## src/rtl/trig_pkg.sv

```systemverilog
// rtl/trig_pkg.sv - shared types and defaults for the trigger scheduler
// Contents: FSM state encoding, channel index constants, default timing
// parameters and a channel-to-one-hot helper.
package trig_pkg;

  typedef enum logic [1:0] {
    ST_IDLE = 2'd0,
    ST_TRIG = 2'd1,
    ST_WAIT = 2'd2,
    ST_DONE = 2'd3
  } state_e;

  localparam logic CH0 = 1'b0;
  localparam logic CH1 = 1'b1;

  localparam int TRIG_CYC_DEF = 500;      // 10 us at 50 MHz
  localparam int UNIT_CYC_DEF = 2500000;  // 50 ms at 50 MHz
  localparam int CNT_W_DEF    = 26;

  function automatic logic [1:0] ch_onehot(input logic ch);
    return (ch == CH1) ? 2'b10 : 2'b01;
  endfunction

endpackage

```

## src/rtl/trig_sched_if.sv

```systemverilog
// rtl/trig_sched_if.sv - request/response bundle of the trigger scheduler
// master: drives req, code0, code1, abort; observes grant, trig, window, done, busy
// slave : the scheduler side of the same signals
interface trig_sched_if;
  logic [1:0] req;
  logic [3:0] code0;
  logic [3:0] code1;
  logic       abort;
  logic [1:0] grant;
  logic [1:0] trig;
  logic [1:0] window;
  logic [1:0] done;
  logic       busy;

  modport master (
    output req, code0, code1, abort,
    input  grant, trig, window, done, busy
  );

  modport slave (
    input  req, code0, code1, abort,
    output grant, trig, window, done, busy
  );
endinterface

```

## src/rtl/dwell_cnt.sv

```systemverilog
// rtl/dwell_cnt.sv - loadable down-counter timing each scheduler state
// Ports: clk, rst (async active-low), load_i/val_i (load value), en_i
// (decrement), zero_o (count reads zero). Never wraps below zero.
module dwell_cnt #(
  parameter int CNT_W = 26
) (
  input  logic             clk,
  input  logic             rst,
  input  logic             load_i,
  input  logic             en_i,
  input  logic [CNT_W-1:0] val_i,
  output logic             zero_o
);

  logic [CNT_W-1:0] cnt_q;

  always_ff @(posedge clk or negedge rst) begin
    if (!rst) begin
      cnt_q <= '0;
    end else if (load_i) begin
      cnt_q <= val_i;
    end else if (en_i && (cnt_q != '0)) begin
      cnt_q <= cnt_q - CNT_W'(1);
    end
  end

  assign zero_o = (cnt_q == '0);

endmodule

```

## src/rtl/trig_sched.sv

```systemverilog
// rtl/trig_sched.sv - two-channel trigger/listen-window scheduler
// Ports: clk, rst (async active-low), bus (trig_sched_if.slave):
// req/code0/code1/abort in; grant/trig/window/done/busy out (all registered).
module trig_sched
  import trig_pkg::*;
#(
  parameter int TRIG_CYC = TRIG_CYC_DEF,
  parameter int UNIT_CYC = UNIT_CYC_DEF,
  parameter int CNT_W    = CNT_W_DEF
) (
  input  logic         clk,
  input  logic         rst,
  trig_sched_if.slave  bus
);

  // The longest window (16 units) and the trigger pulse must fit the counter.
  if ((longint'(UNIT_CYC) * 16 > (longint'(1) << CNT_W)) ||
      (longint'(TRIG_CYC) > (longint'(1) << CNT_W)) ||
      (TRIG_CYC < 1) || (UNIT_CYC < 1)) begin : g_width_chk
    $error("trig_sched: CNT_W too small for TRIG_CYC/UNIT_CYC");
  end

  localparam logic [CNT_W-1:0] TRIG_LD = CNT_W'(TRIG_CYC - 1);
  localparam logic [CNT_W-1:0] UNIT_V  = CNT_W'(UNIT_CYC);

  state_e     state_q;
  logic [1:0] grant_q, trig_q, window_q, done_q;
  logic       busy_q;
  logic       last_q;   // last-served channel
  logic       chan_q;   // channel owning the current operation
  logic [3:0] code_q;

  logic             pick_d;
  logic             cnt_load, cnt_en, cnt_zero;
  logic [CNT_W-1:0] cnt_val;
  logic [CNT_W-1:0] win_len;

  // Tie goes to the channel that was not served last.
  always_comb begin
    pick_d = CH0;
    case (bus.req)
      2'b01:   pick_d = CH0;
      2'b10:   pick_d = CH1;
      default: pick_d = ~last_q;
    endcase
  end

  assign win_len = CNT_W'({1'b0, code_q} + 5'd1) * UNIT_V;

  // Counter holds (length-1) on state entry; the state exits when it reads zero.
  always_comb begin
    cnt_load = 1'b0;
    cnt_en   = 1'b0;
    cnt_val  = '0;
    case (state_q)
      ST_IDLE: if (|bus.req) begin
        cnt_load = 1'b1;
        cnt_val  = TRIG_LD;
      end
      ST_TRIG: if (bus.abort) begin
        cnt_load = 1'b1;
      end else if (cnt_zero) begin
        cnt_load = 1'b1;
        cnt_val  = win_len - CNT_W'(1);
      end else begin
        cnt_en = 1'b1;
      end
      ST_WAIT: if (bus.abort) cnt_load = 1'b1;
               else           cnt_en   = 1'b1;
      default: ;
    endcase
  end

  dwell_cnt #(.CNT_W(CNT_W)) u_dwell (
    .clk    (clk),
    .rst    (rst),
    .load_i (cnt_load),
    .en_i   (cnt_en),
    .val_i  (cnt_val),
    .zero_o (cnt_zero)
  );

  always_ff @(posedge clk or negedge rst) begin
    if (!rst) begin
      state_q  <= ST_IDLE;
      grant_q  <= '0;
      trig_q   <= '0;
      window_q <= '0;
      done_q   <= '0;
      busy_q   <= 1'b0;
      last_q   <= CH1;
      chan_q   <= CH0;
      code_q   <= '0;
    end else begin
      case (state_q)
        ST_IDLE: if (|bus.req) begin
          state_q <= ST_TRIG;
          chan_q  <= pick_d;
          grant_q <= ch_onehot(pick_d);
          trig_q  <= ch_onehot(pick_d);
          code_q  <= (pick_d == CH1) ? bus.code1 : bus.code0;
          busy_q  <= 1'b1;
        end
        ST_TRIG, ST_WAIT: if (bus.abort) begin
          // Abort beats a same-cycle completion: no done pulse.
          state_q  <= ST_IDLE;
          grant_q  <= '0;
          trig_q   <= '0;
          window_q <= '0;
          busy_q   <= 1'b0;
          last_q   <= chan_q;
        end else if (cnt_zero) begin
          if (state_q == ST_TRIG) begin
            state_q  <= ST_WAIT;
            trig_q   <= '0;
            window_q <= grant_q;
          end else begin
            state_q  <= ST_DONE;
            window_q <= '0;
            done_q   <= grant_q;
            last_q   <= chan_q;
          end
        end
        default: begin
          // DONE (with or without abort) always returns to IDLE.
          state_q <= ST_IDLE;
          grant_q <= '0;
          done_q  <= '0;
          busy_q  <= 1'b0;
          last_q  <= chan_q;
        end
      endcase
    end
  end

  assign bus.grant  = grant_q;
  assign bus.trig   = trig_q;
  assign bus.window = window_q;
  assign bus.done   = done_q;
  assign bus.busy   = busy_q;

endmodule

```

## src/flat_wrapper.sv

```systemverilog
// flat-port wrapper written by rule: the top's interface ports become plain ports
module trig_sched_flat import trig_pkg::*;
#(
  parameter int TRIG_CYC = TRIG_CYC_DEF,
  parameter int UNIT_CYC = UNIT_CYC_DEF,
  parameter int CNT_W    = CNT_W_DEF
)
  (clk, rst, bus_req, bus_code0, bus_code1, bus_abort, bus_grant, bus_trig, bus_window, bus_done, bus_busy);
  trig_sched_if bus_i ();
  input  logic clk;
  input  logic rst;
  input wire logic [$bits(bus_i.req)-1:0] bus_req;
  input wire logic [$bits(bus_i.code0)-1:0] bus_code0;
  input wire logic [$bits(bus_i.code1)-1:0] bus_code1;
  input wire logic [$bits(bus_i.abort)-1:0] bus_abort;
  output wire logic [$bits(bus_i.grant)-1:0] bus_grant;
  output wire logic [$bits(bus_i.trig)-1:0] bus_trig;
  output wire logic [$bits(bus_i.window)-1:0] bus_window;
  output wire logic [$bits(bus_i.done)-1:0] bus_done;
  output wire logic [$bits(bus_i.busy)-1:0] bus_busy;
  assign bus_i.req = bus_req;
  assign bus_i.code0 = bus_code0;
  assign bus_i.code1 = bus_code1;
  assign bus_i.abort = bus_abort;
  assign bus_grant = bus_i.grant;
  assign bus_trig = bus_i.trig;
  assign bus_window = bus_i.window;
  assign bus_done = bus_i.done;
  assign bus_busy = bus_i.busy;
  trig_sched #(.TRIG_CYC(TRIG_CYC), .UNIT_CYC(UNIT_CYC), .CNT_W(CNT_W)) u_core (.clk(clk), .rst(rst), .bus(bus_i));
endmodule
```

## config.mk

```make
export PLATFORM = sky130hd
export DESIGN_NAME = trig_sched_flat
export DESIGN_NICKNAME = d
export VERILOG_FILES = /design/src/rtl/trig_pkg.sv /design/src/rtl/trig_sched_if.sv /design/src/rtl/dwell_cnt.sv /design/src/rtl/trig_sched.sv /design/src/flat_wrapper.sv
export SDC_FILE = /design/constraint.sdc
export NUM_CORES = 1
export LEC_CHECK = 0
export ABC_CLOCK_PERIOD_IN_PS = 5600
export CORE_ASPECT_RATIO = 1.4
export CORE_MARGIN = 3
export CORE_UTILIZATION = 45
export DETAILED_ROUTE_END_ITERATION = 10
export GPL_TIMING_DRIVEN = 0
export PLACE_DENSITY = 0.7
export SLEW_MARGIN = 30
export SYNTH_ARGS = -nofsm -noshare
export SYNTH_HDL_FRONTEND = slang
export SYNTH_SLANG_ARGS = --single-unit
```

## constraint.sdc

```tcl
create_clock -name clk -period 5.6 [get_ports clk]
set_input_delay 1.68 -clock clk [delete_from_list [all_inputs] [get_ports clk]]
set_output_delay 1.68 -clock clk [all_outputs]
set_load 0.01 [all_outputs]
```

==> flow_results.org, run 1 <==
** Yosys
- The synthesized netlist devotes 22.3% of its cell area to compound gates.
- Main combinational cell family by area after synthesis :: compound AO/OA/AOI/OAI gates
- Summing the sequential cell areas from Yosys gives 25.7% of the chip area.
- After synthesis, the share of cell area in mux cells is 1.19%.
- Adder-cell area share of the yosys netlist :: 15.0%
- The synthesized netlist occupies a cell area of 4190 um^2.
- Counting flops with an async set or reset pin after synthesis yields a share of 100%.
- Area share of and/or/nand/nor cells after synthesis :: 22.1%
- Yosys mapped a number of flops with a built-in enable equal to 0.
- After synthesis the netlist holds a flip-flop and latch count of 43.
- Number of instances in the synthesized netlist :: 508
- During synthesis, Yosys emitted a total of 0 warnings.
- The synthesized netlist contains 69 unique library cells.
- Synthesized area per cell :: 8.25 um^2
- Xor/xnor share of the synthesized area :: 9.38%
- Among all flip-flop cells after synthesis, the most frequent one is sky130_fd_sc_hd__dfrtp_1.

** Worst hold path
- Startpoint of the worst hold path :: u_core.chan_q
- The worst hold path was traced through 2 stages.
- For hold timing, the worst endpoint is u_core.chan_q.
- In this run the worst hold path is classified as flip-flop to flip-flop.

** Critical path
- The startpoint identified for the worst register-to-register timing path is u_core.code_q[0].
- The worst setup path is captured at a flip-flop.
- In this design, the critical path's most frequently occurring cell is sky130_fd_sc_hd__ha_1.
- Measured in cells, the most critical reg-to-reg path has a length of 18.
- On the critical path, the stage with the largest delay is an instance of sky130_fd_sc_hd__ha_1.
- Startpoint type of the worst setup path :: flip-flop
- Data required, critical path :: 5810 ps
- In this run the register-to-register setup slack is 410 ps.
- In this run the critical register-to-register path is captured at u_core.u_dwell.cnt_q[19].
- Class of the most critical setup path :: flip-flop to flip-flop
- Traced cell by cell, the critical path runs through clkbuf_2 -> inv_1 -> ha_1 -> ha_1 -> ha_1 -> ha_1 -> inv_1 -> fa_1 -> nand2b_1 -> a21oi_1 -> xnor2_1 -> o2111ai_1 -> a2111oi_2 -> and4_1 -> o21ai_0 -> a21oi_1 -> nor2_1 -> a21oi_1.
- Data on the critical path arrives at its endpoint at 5400 ps.
- Highest net fanout along the worst path :: 8
- The largest single stage delay on the critical path is 600 ps.

** STA
- Number of max-slew violations in the final report :: 0
- Setup repair after global routing left no endpoint under its margin.
- Final Hold Vio Count :: 0
- At the pin with the least slew margin, the transition time is 847 ps.
- For the final database, setup skew stands at 8.10 ps.
- Final WS setup :: 413 ps
- Final cycle utilization of the critical path :: 92.6%
- For the finished layout, the period the worst path requires is 5190 ps.
- Static timing analysis puts the maximum clock frequency at 193 MHz.
- Setup TNS :: 0 ps
- Worst slew margin relative to its limit :: 42.8%
- Finish-stage setup viols :: 0

** CTS
- The H-tree was split into 2 levels.
- After clock tree synthesis, the clock-pin slew on the worst setup and hold paths is 60 ps.
- Post-CTS repair timing setup buffer count :: 0
- Cts bufs inserted :: 5
- Sinks on Clock Net :: 43
- No sink is reached through more buffers than the 2 on the longest clock path.
- TritonCTS clock tree :: yes
- The tree is rooted in a sky130_fd_sc_hd__clkbuf_16.
- The later pin in the worst-skew pair is clocked with a latency of 290 ps.

** Routing
- After detailed routing, the total wire length is 10,300 um.
- Detailed router's first-iteration violation count :: 284
- In this run the remaining antenna-violating nets after routing total 0.
- The final route contains 3,834 vias.
- Detailed-routing iteration count for the pre-antenna-repair pass :: 5
- Drt drc :: 0
- Avg WL per Cell :: 15.9 um
- Average via count per standard cell :: 5.94

** Die
- Measured along the x axis, the die boundary spans 87.6 um.
- Row count :: 41
- For this configuration, the core starts out at a cell density of 46.4%.
- Top-Level Pins :: 22
- Die Footprint :: 10,500 um^2
- From bottom edge to top edge, the die measures 120 um.
- CORE AREA :: 9030 um^2

** GRT
- Number of antenna violations at the first check in global routing :: 0
- Global routing finished with a remaining overflow of 0.
- Global routing consumed, over all layers together, 20.2% of the routing resources.
- Entering global routing, the biggest net connects 44 pins.
- Number of global-route vias before repair :: 3,726
- Wire length of the first global-routing pass :: 17,100 um

** Place
- Once placement completed, the tool counted placed cells totaling 637.
- At the end of routability-driven placement, the weighted congestion stood at 0.879.
- During placement, the flow inserted port buffers numbering 21.
- Worst slack at placement :: -47.4 ps
- The wire-length estimate of the detail-placed layout is 7920 um.

** Layout
- Proportion of layout cells with a drive suffix above 1 :: 6.51%
- Compared with the post-synthesis result, the final layout area differs by 12.3%.
- Number of nets in the final layout :: 597
- The finished layout holds 645 standard cells, fillers aside.
- Antenna fix cells :: 0

** Run status
- Run status :: finished, final reports clean

** Run
- Max-cap violations in this run came to 0.
## layout by cell type (no fill, tap or decap), types with 4 or more instances in the layout
master and count:
sky130_fd_sc_hd__dfrtp_1 42, sky130_fd_sc_hd__nand3_1 10, sky130_fd_sc_hd__o31ai_1 11, sky130_fd_sc_hd__a22o_1 6, sky130_fd_sc_hd__a21o_1 10, sky130_fd_sc_hd__clkbuf_1 12, sky130_fd_sc_hd__xor2_1 13, sky130_fd_sc_hd__fa_1 4
sky130_fd_sc_hd__ha_1 43, sky130_fd_sc_hd__mux2i_1 4, sky130_fd_sc_hd__nand2b_1 9, sky130_fd_sc_hd__xnor2_1 30, sky130_fd_sc_hd__a21oi_1 48, sky130_fd_sc_hd__clkbuf_16 5, sky130_fd_sc_hd__o22ai_1 10, sky130_fd_sc_hd__clkdlybuf4s50_1 20
sky130_fd_sc_hd__nand4_1 5, sky130_fd_sc_hd__o21ai_0 20, sky130_fd_sc_hd__nand2_1 38, sky130_fd_sc_hd__nor3_1 13, sky130_fd_sc_hd__a31oi_1 13, sky130_fd_sc_hd__and3_1 9, sky130_fd_sc_hd__nor2_1 42, sky130_fd_sc_hd__or2_2 7
sky130_fd_sc_hd__nor2b_1 5, sky130_fd_sc_hd__or3_1 7, sky130_fd_sc_hd__inv_1 31
## cells in the mapped netlist (3+ instances only)
| master | number | area (um^2) |
|---|---|---|
| sky130_fd_sc_hd__a31oi_1 | 13 | 81.3 |
| sky130_fd_sc_hd__a21oi_1 | 48 | 240 |
| sky130_fd_sc_hd__nand3_1 | 10 | 50.1 |
| sky130_fd_sc_hd__nor2b_1 | 5 | 31.3 |
| sky130_fd_sc_hd__o22ai_1 | 10 | 62.6 |
| sky130_fd_sc_hd__nand2b_1 | 9 | 56.3 |
| sky130_fd_sc_hd__o2111ai_1 | 3 | 26.3 |
| sky130_fd_sc_hd__o21ai_0 | 20 | 100 |
| sky130_fd_sc_hd__fa_1 | 4 | 80.1 |
| sky130_fd_sc_hd__and4_1 | 3 | 26.3 |
| sky130_fd_sc_hd__a21o_1 | 10 | 75.1 |
| sky130_fd_sc_hd__and3_1 | 9 | 56.3 |
| sky130_fd_sc_hd__nand4_1 | 5 | 31.3 |
| sky130_fd_sc_hd__or3_1 | 7 | 43.8 |
| sky130_fd_sc_hd__nand2_1 | 38 | 143 |
| sky130_fd_sc_hd__mux2i_1 | 5 | 50.1 |
| sky130_fd_sc_hd__inv_1 | 31 | 116 |
| sky130_fd_sc_hd__nor2_1 | 42 | 158 |
| sky130_fd_sc_hd__dfrtp_1 | 42 | 1050 |
| sky130_fd_sc_hd__a22o_1 | 6 | 52.6 |
| sky130_fd_sc_hd__nor3_1 | 13 | 65.1 |
| sky130_fd_sc_hd__and2_1 | 3 | 18.8 |
| sky130_fd_sc_hd__xor2_1 | 13 | 114 |
| sky130_fd_sc_hd__o31ai_1 | 11 | 82.6 |
| sky130_fd_sc_hd__or3_4 | 3 | 33.8 |
| sky130_fd_sc_hd__xnor2_1 | 30 | 263 |
| sky130_fd_sc_hd__or2_2 | 7 | 43.8 |
| sky130_fd_sc_hd__nor4_1 | 3 | 18.8 |
| sky130_fd_sc_hd__ha_1 | 43 | 538 |
| sky130_fd_sc_hd__clkbuf_1 | 13 | 48.8 |
## worst max-delay path by stage
| stage | from | end | slack (ps) |
|---|---|---|---|
| after floorplan | u_core.code_q[0] | u_core.u_dwell.cnt_q[19] | 1070 |
| after global placement | u_core.code_q[0] | u_core.u_dwell.cnt_q[19] | 50 |
| after detailed placement | u_core.code_q[0] | u_core.u_dwell.cnt_q[19] | -50 |
| after CTS | u_core.code_q[0] | u_core.u_dwell.cnt_q[19] | 150 |
| after global routing | u_core.code_q[0] | u_core.u_dwell.cnt_q[19] | 60 |
| final | u_core.code_q[0] | u_core.u_dwell.cnt_q[19] | 410 |
## registers in the layout, summed over array words and instances, names as in the netlist
register,cells
u_core.bus.busy,1
u_core.bus.grant,2
u_core.last_q,1
u_core.bus.window,2
u_core.bus.trig,2
u_core.chan_q,1
u_core.code_q,4
u_core.state_q,2
u_core.u_dwell.cnt_q,26
u_core.bus.done,2
## metrics by stage
stage	utilization [%]	instance area (um^2)	hold WS [ps]
after global placement	50.3	4540	463
after detailed placement	50.2	4540	478
after floorplan	-	4190	450
after CTS	52.1	4700	502
final	52.1	4710	498
after global routing	52.1	4710	523
## metal layers
layer  routed length [um]  track usage [%]  vias up
li1                     -                -     1902
met4                  367             9.02        0
met5                    0                0        -
met2                 5410             36.9      101
met1                 4190             23.1     1809
met3                  299             2.11       22
## area by class of cell
cell class	instances	area, um^2
fill	827	4320
multi-input combinational	419	2950
sequential	43	1080
timing repair buffer	21	208
clock buffer	7	153
tap	107	134
inverter	32	120
buffer	15	58.8
clock inverter	1	7.51
## critical path, delay by kind of cell (launching register included)
family | cells | cell delay (ps)
adder cells (fa/ha/maj) | 5 | 1750
AO/OA/AOI/OAI | 6 | 1520
buffers and inverters | 3 | 560
AND/OR/NAND/NOR | 3 | 540
flip-flops | 1 | 500
XOR/XNOR | 1 | 230
## kinds of logic after synthesis
kind of cell,count (synthesis)
compound gates,147
xor+xnor,44
fa+ha+maj,48
buf+inv,47
flops,43
mux,5
other cells,1
simple gates,173
## timing repair
item,in CTS,in global routing
gates resized for setup,1,2
hold buffers,0,0
setup endpoints to repair,1,6
Power of run 1 is left out: the tool's default activity adds up to more than one toggle a clock period on the data nets, which glitch-free logic cannot reach.
==> run 2, diff against run 1 <==
--- a/config.mk
+++ b/config.mk
@@ -11,8 +11,9 @@
 export CORE_UTILIZATION = 45
 export DETAILED_ROUTE_END_ITERATION = 10
 export GPL_TIMING_DRIVEN = 0
+export HOLD_SLACK_MARGIN = 0.1
 export PLACE_DENSITY = 0.7
-export SLEW_MARGIN = 30
+export SLEW_MARGIN = 25
 export SYNTH_ARGS = -nofsm -noshare
 export SYNTH_HDL_FRONTEND = slang
 export SYNTH_SLANG_ARGS = --single-unit
==> run 2 against run 1 <==
  * Cell area increased by 0.11%
  * Final cell count increased by 0.16%
  * Critical path depth decreased by 2
  * Sequential cell count unchanged
  * Non-clock buffer count increased by 1
  * Critical endpoint is now u_core.u_dwell.cnt_q[25]
  * Highest routed layer unchanged
==> flow_results.org, run 2 (synthesized netlist as in run 1, its figures left out) <==
** Routing
- The detailed-route DRC error count is 0 (unchanged).
- Detailed-routing iteration count for the pre-antenna-repair pass :: 5 (unchanged)
- Via total after detailed routing :: 3,753 (-2.1%)
- Avg WL per Cell :: 15.9 um (-0.35%)
- Number of nets still failing antenna checks after routing :: 0 (unchanged)
- The post-detailed-route via-to-cell ratio is 5.81 (-2.3%).
- The highest layer touched by signal routing is met4.
- The DRC violation total after the first TritonRoute iteration is 287 (+1.1%).
- Total met2 wirelength after detailed routing :: 5340 um (-1.2%)
- The routed length on met3 came to 251 um (-16%).
- The wire length reported by the detailed router is 10,200 um (-0.19%).
- Met1 layer wirelength in the final routing :: 4260 um (+1.8%)

** Die
- Top-Level Pins :: 22 (unchanged)
- The height of the die came to 120 um (unchanged).
- The row count is 41 (unchanged).
- CORE AREA :: 9030 um^2 (unchanged)
- The width of the die came to 87.6 um (unchanged).
- The die outline area came to 10,500 um^2 (unchanged).
- Initial standard-cell utilization of the core :: 46.4% (unchanged)

** Critical path
- Startpoint type of the worst setup path :: flip-flop
- The worst setup path is of the flip-flop to flip-flop kind.
- Kind of cell adding the most delay to the critical path :: compound AO/OA/AOI/OAI gates
- The maximum fanout count along the critical path was 7 (-1).
- The critical path data required time was 5760 ps (-50 ps).
- Critical Path End Type :: flip-flop
- The critical path's largest stage delay is 610 ps (about the same).
- Critical path data arrival time :: 5320 ps (-80 ps)
- Worst path buffer plus inverter count :: 0 (-3)
- On the critical path, the stage with the largest delay is an instance of sky130_fd_sc_hd__or4b_2.
- The signal on the critical path passes through ha_1 -> nand3_1 -> a21oi_1 -> a21oi_1 -> fa_1 -> ha_1 -> ha_1 -> and4_1 -> o2111ai_1 -> a311o_1 -> or4b_2 -> o311ai_0 -> a31oi_1 -> o211ai_1 -> xnor2_1 -> o22ai_1.
- In this design, the critical path's most frequently occurring cell is sky130_fd_sc_hd__ha_1.

** Layout
- Number of nets in the final layout :: 598 (+0.17%)
- The count of inserted antenna diode cells was 0 (unchanged).
- Counting flops per register, the top entry is u_core.u_dwell.cnt_q.
- Final standard cell area without fillers :: 4710 um^2 (+0.11%)
- Top Registers :: u_core.u_dwell.cnt_q: 26 flops, u_core.code_q: 4 flops
- Leaving out fill and tap cells, the most frequent cell in the layout is sky130_fd_sc_hd__a21oi_1.
- Fin cells :: 646 (+0.16%)
- The fraction of final layout cells with drive strength greater than 1 was 6.68% (+0.17 points).
- Seq. cell area :: 1080 um^2 (unchanged)
- Filler Cells Inserted :: 852 (+3.0%)
- Multi-input logic area :: 2950 um^2 (about the same)
- The top cell types in the final layout, fill and taps aside, are sky130_fd_sc_hd__a21oi_1, sky130_fd_sc_hd__nor2_1, sky130_fd_sc_hd__ha_1, sky130_fd_sc_hd__dfrtp_1, sky130_fd_sc_hd__nand2_1.
- From synthesis to final layout, the design area changed by 12.4%.
- The number of flip-flops in the largest register came to 26 (unchanged).

** CTS
- Number of buffers inserted by hold repair at cts :: 0 (unchanged)
- TritonCTS built the clock tree.
- The clock input transition at the sequential cells of the worst setup and hold paths was 70 ps (about the same).
- Cts bufs inserted :: 5 (unchanged)
- The buffer levels on the longest clock path was 2 (unchanged).
- The tree is rooted in a sky130_fd_sc_hd__clkbuf_16.
- Clock latency reported for the late side of the worst-skew pair :: 300 ps (about the same)
- The H-tree depth was 2 (unchanged).
- Post-CTS repair timing setup buffer count :: 0 (unchanged)
- The number of sinks driven by the clock tree is 43 (unchanged).

** Place
- Cell Count Post-Placement :: 638 (+0.16%)
- Detailed placement HPWL :: 8060 um (+1.7%)
- The area of placed instances came to 4550 um^2 (+0.39%).
- The count of port buffers added during placement is 21 (unchanged).
- Routability cong. :: 0.879 (unchanged)

** Worst hold path
- The path class of the tightest hold or removal check is flip-flop to flip-flop.

** GRT
- Wire length of the first global-routing pass :: 17,100 um (+0.29%)
- The aggregate global routing overflow came to 0 (unchanged).
- Total global-route track usage :: 20.3% (+0.059 points)
- The number of global-route vias before repair was 3,724 (-0.054%).
- Number of antenna violations at the first check in global routing :: 0 (unchanged)
- Pin count of the biggest net entering global routing :: 29 (-34%)

** STA
- Post-layout min period :: 5160 ps (-26.9 ps)
- The final sum of negative setup slack was 0 ps (unchanged).
- The highest clock rate is 194 MHz (+0.52%).
- The transition time at the pin with the least slew margin came to 963 ps (+116 ps).
- The final-report max-slew violation count was 0 (unchanged).
- Worst slew margin relative to its limit :: 34.0% (-8.8 points)
- Final cycle utilization of the critical path :: 92.1% (-0.48 points)
- The count of final setup violators is 0 (unchanged).
- The count of final hold-check violations came to 0 (unchanged).
- The largest clock skew in the final design was 6.35 ps (-1.74 ps).
- Setup repair after global routing left no endpoint under its margin.

** Run
- MaxCap Viol Count :: 0 (unchanged)

** Run status
- The run finished with clean final reports.
-- run 2: worst reg2reg max path: stages, from the launching register on --
cell and delay [ps]:
sky130_fd_sc_hd__dfrtp_1 500, sky130_fd_sc_hd__ha_1 360, sky130_fd_sc_hd__nand3_1 320, sky130_fd_sc_hd__a21oi_1 360, sky130_fd_sc_hd__a21oi_1 150, sky130_fd_sc_hd__fa_1 500
sky130_fd_sc_hd__ha_1 310, sky130_fd_sc_hd__ha_1 360, sky130_fd_sc_hd__and4_1 230, sky130_fd_sc_hd__o2111ai_1 310, sky130_fd_sc_hd__a311o_1 300, sky130_fd_sc_hd__or4b_2 610
sky130_fd_sc_hd__o311ai_0 200, sky130_fd_sc_hd__a31oi_1 130, sky130_fd_sc_hd__o211ai_1 150, sky130_fd_sc_hd__xnor2_1 140, sky130_fd_sc_hd__o22ai_1 90
-- run 2: cell type report --
cell class	count	area share, %
Timing Repair Buffer	22	4.78
Buffer	15	1.25
Inverter	32	2.55
Clock inverter	3	0.505
Multi-Input combinational cell	419	62.5
Clock buffer	5	2.66
Sequential cell	43	22.9
Tap cell	107	2.84
-- run 2: per-layer routing --
| layer | up-vias | GRT usage (%) |
|---|---|---|
| met5 | - | 0 |
| met4 | 0 | 10.1 |
| met3 | 23 | 2.39 |
| met2 | 70 | 36.3 |
| met1 | 1758 | 23.2 |
| li1 | 1902 | - |
-- run 2: through the flow --
| step | util [%] | hold slack, ps | worst slack (ps) |
|---|---|---|---|
| CTS | 52.1 | 492 | 140 |
| floorplan | - | 450 | 1070 |
| detailed placement | 50.4 | 478 | -4.62 |
| global route | 52.2 | 513 | 89.8 |
| finish | 52.2 | 481 | 440 |
| global placement | 50.3 | 463 | 52.0 |
-- run 2: path summary, 6_finish.rpt --
check | start | endpoint | slack [ps] | cells past startpoint
hold / removal | u_core.bus.trig[0] | u_core.bus.trig[0] | 480 | 2
min in group asynchronous | rst | u_core.u_dwell.cnt_q[3] | 1300 | 1
hold reg to reg | u_core.bus.trig[0] | u_core.bus.trig[0] | 480 | 2
setup / recovery | u_core.code_q[1] | u_core.u_dwell.cnt_q[25] | 440 | 16
setup reg to reg | u_core.code_q[1] | u_core.u_dwell.cnt_q[25] | 440 | 16
max in group asynchronous | rst | u_core.last_q | 3750 | 2
-- run 2: repair_timing --
item / CTS / global route
endpoints found under the hold margin: 0 / 0
resized for setup: 1 / 3
setup endpoints to repair: 1 / 6
Power of run 2 is left out for the same reason.
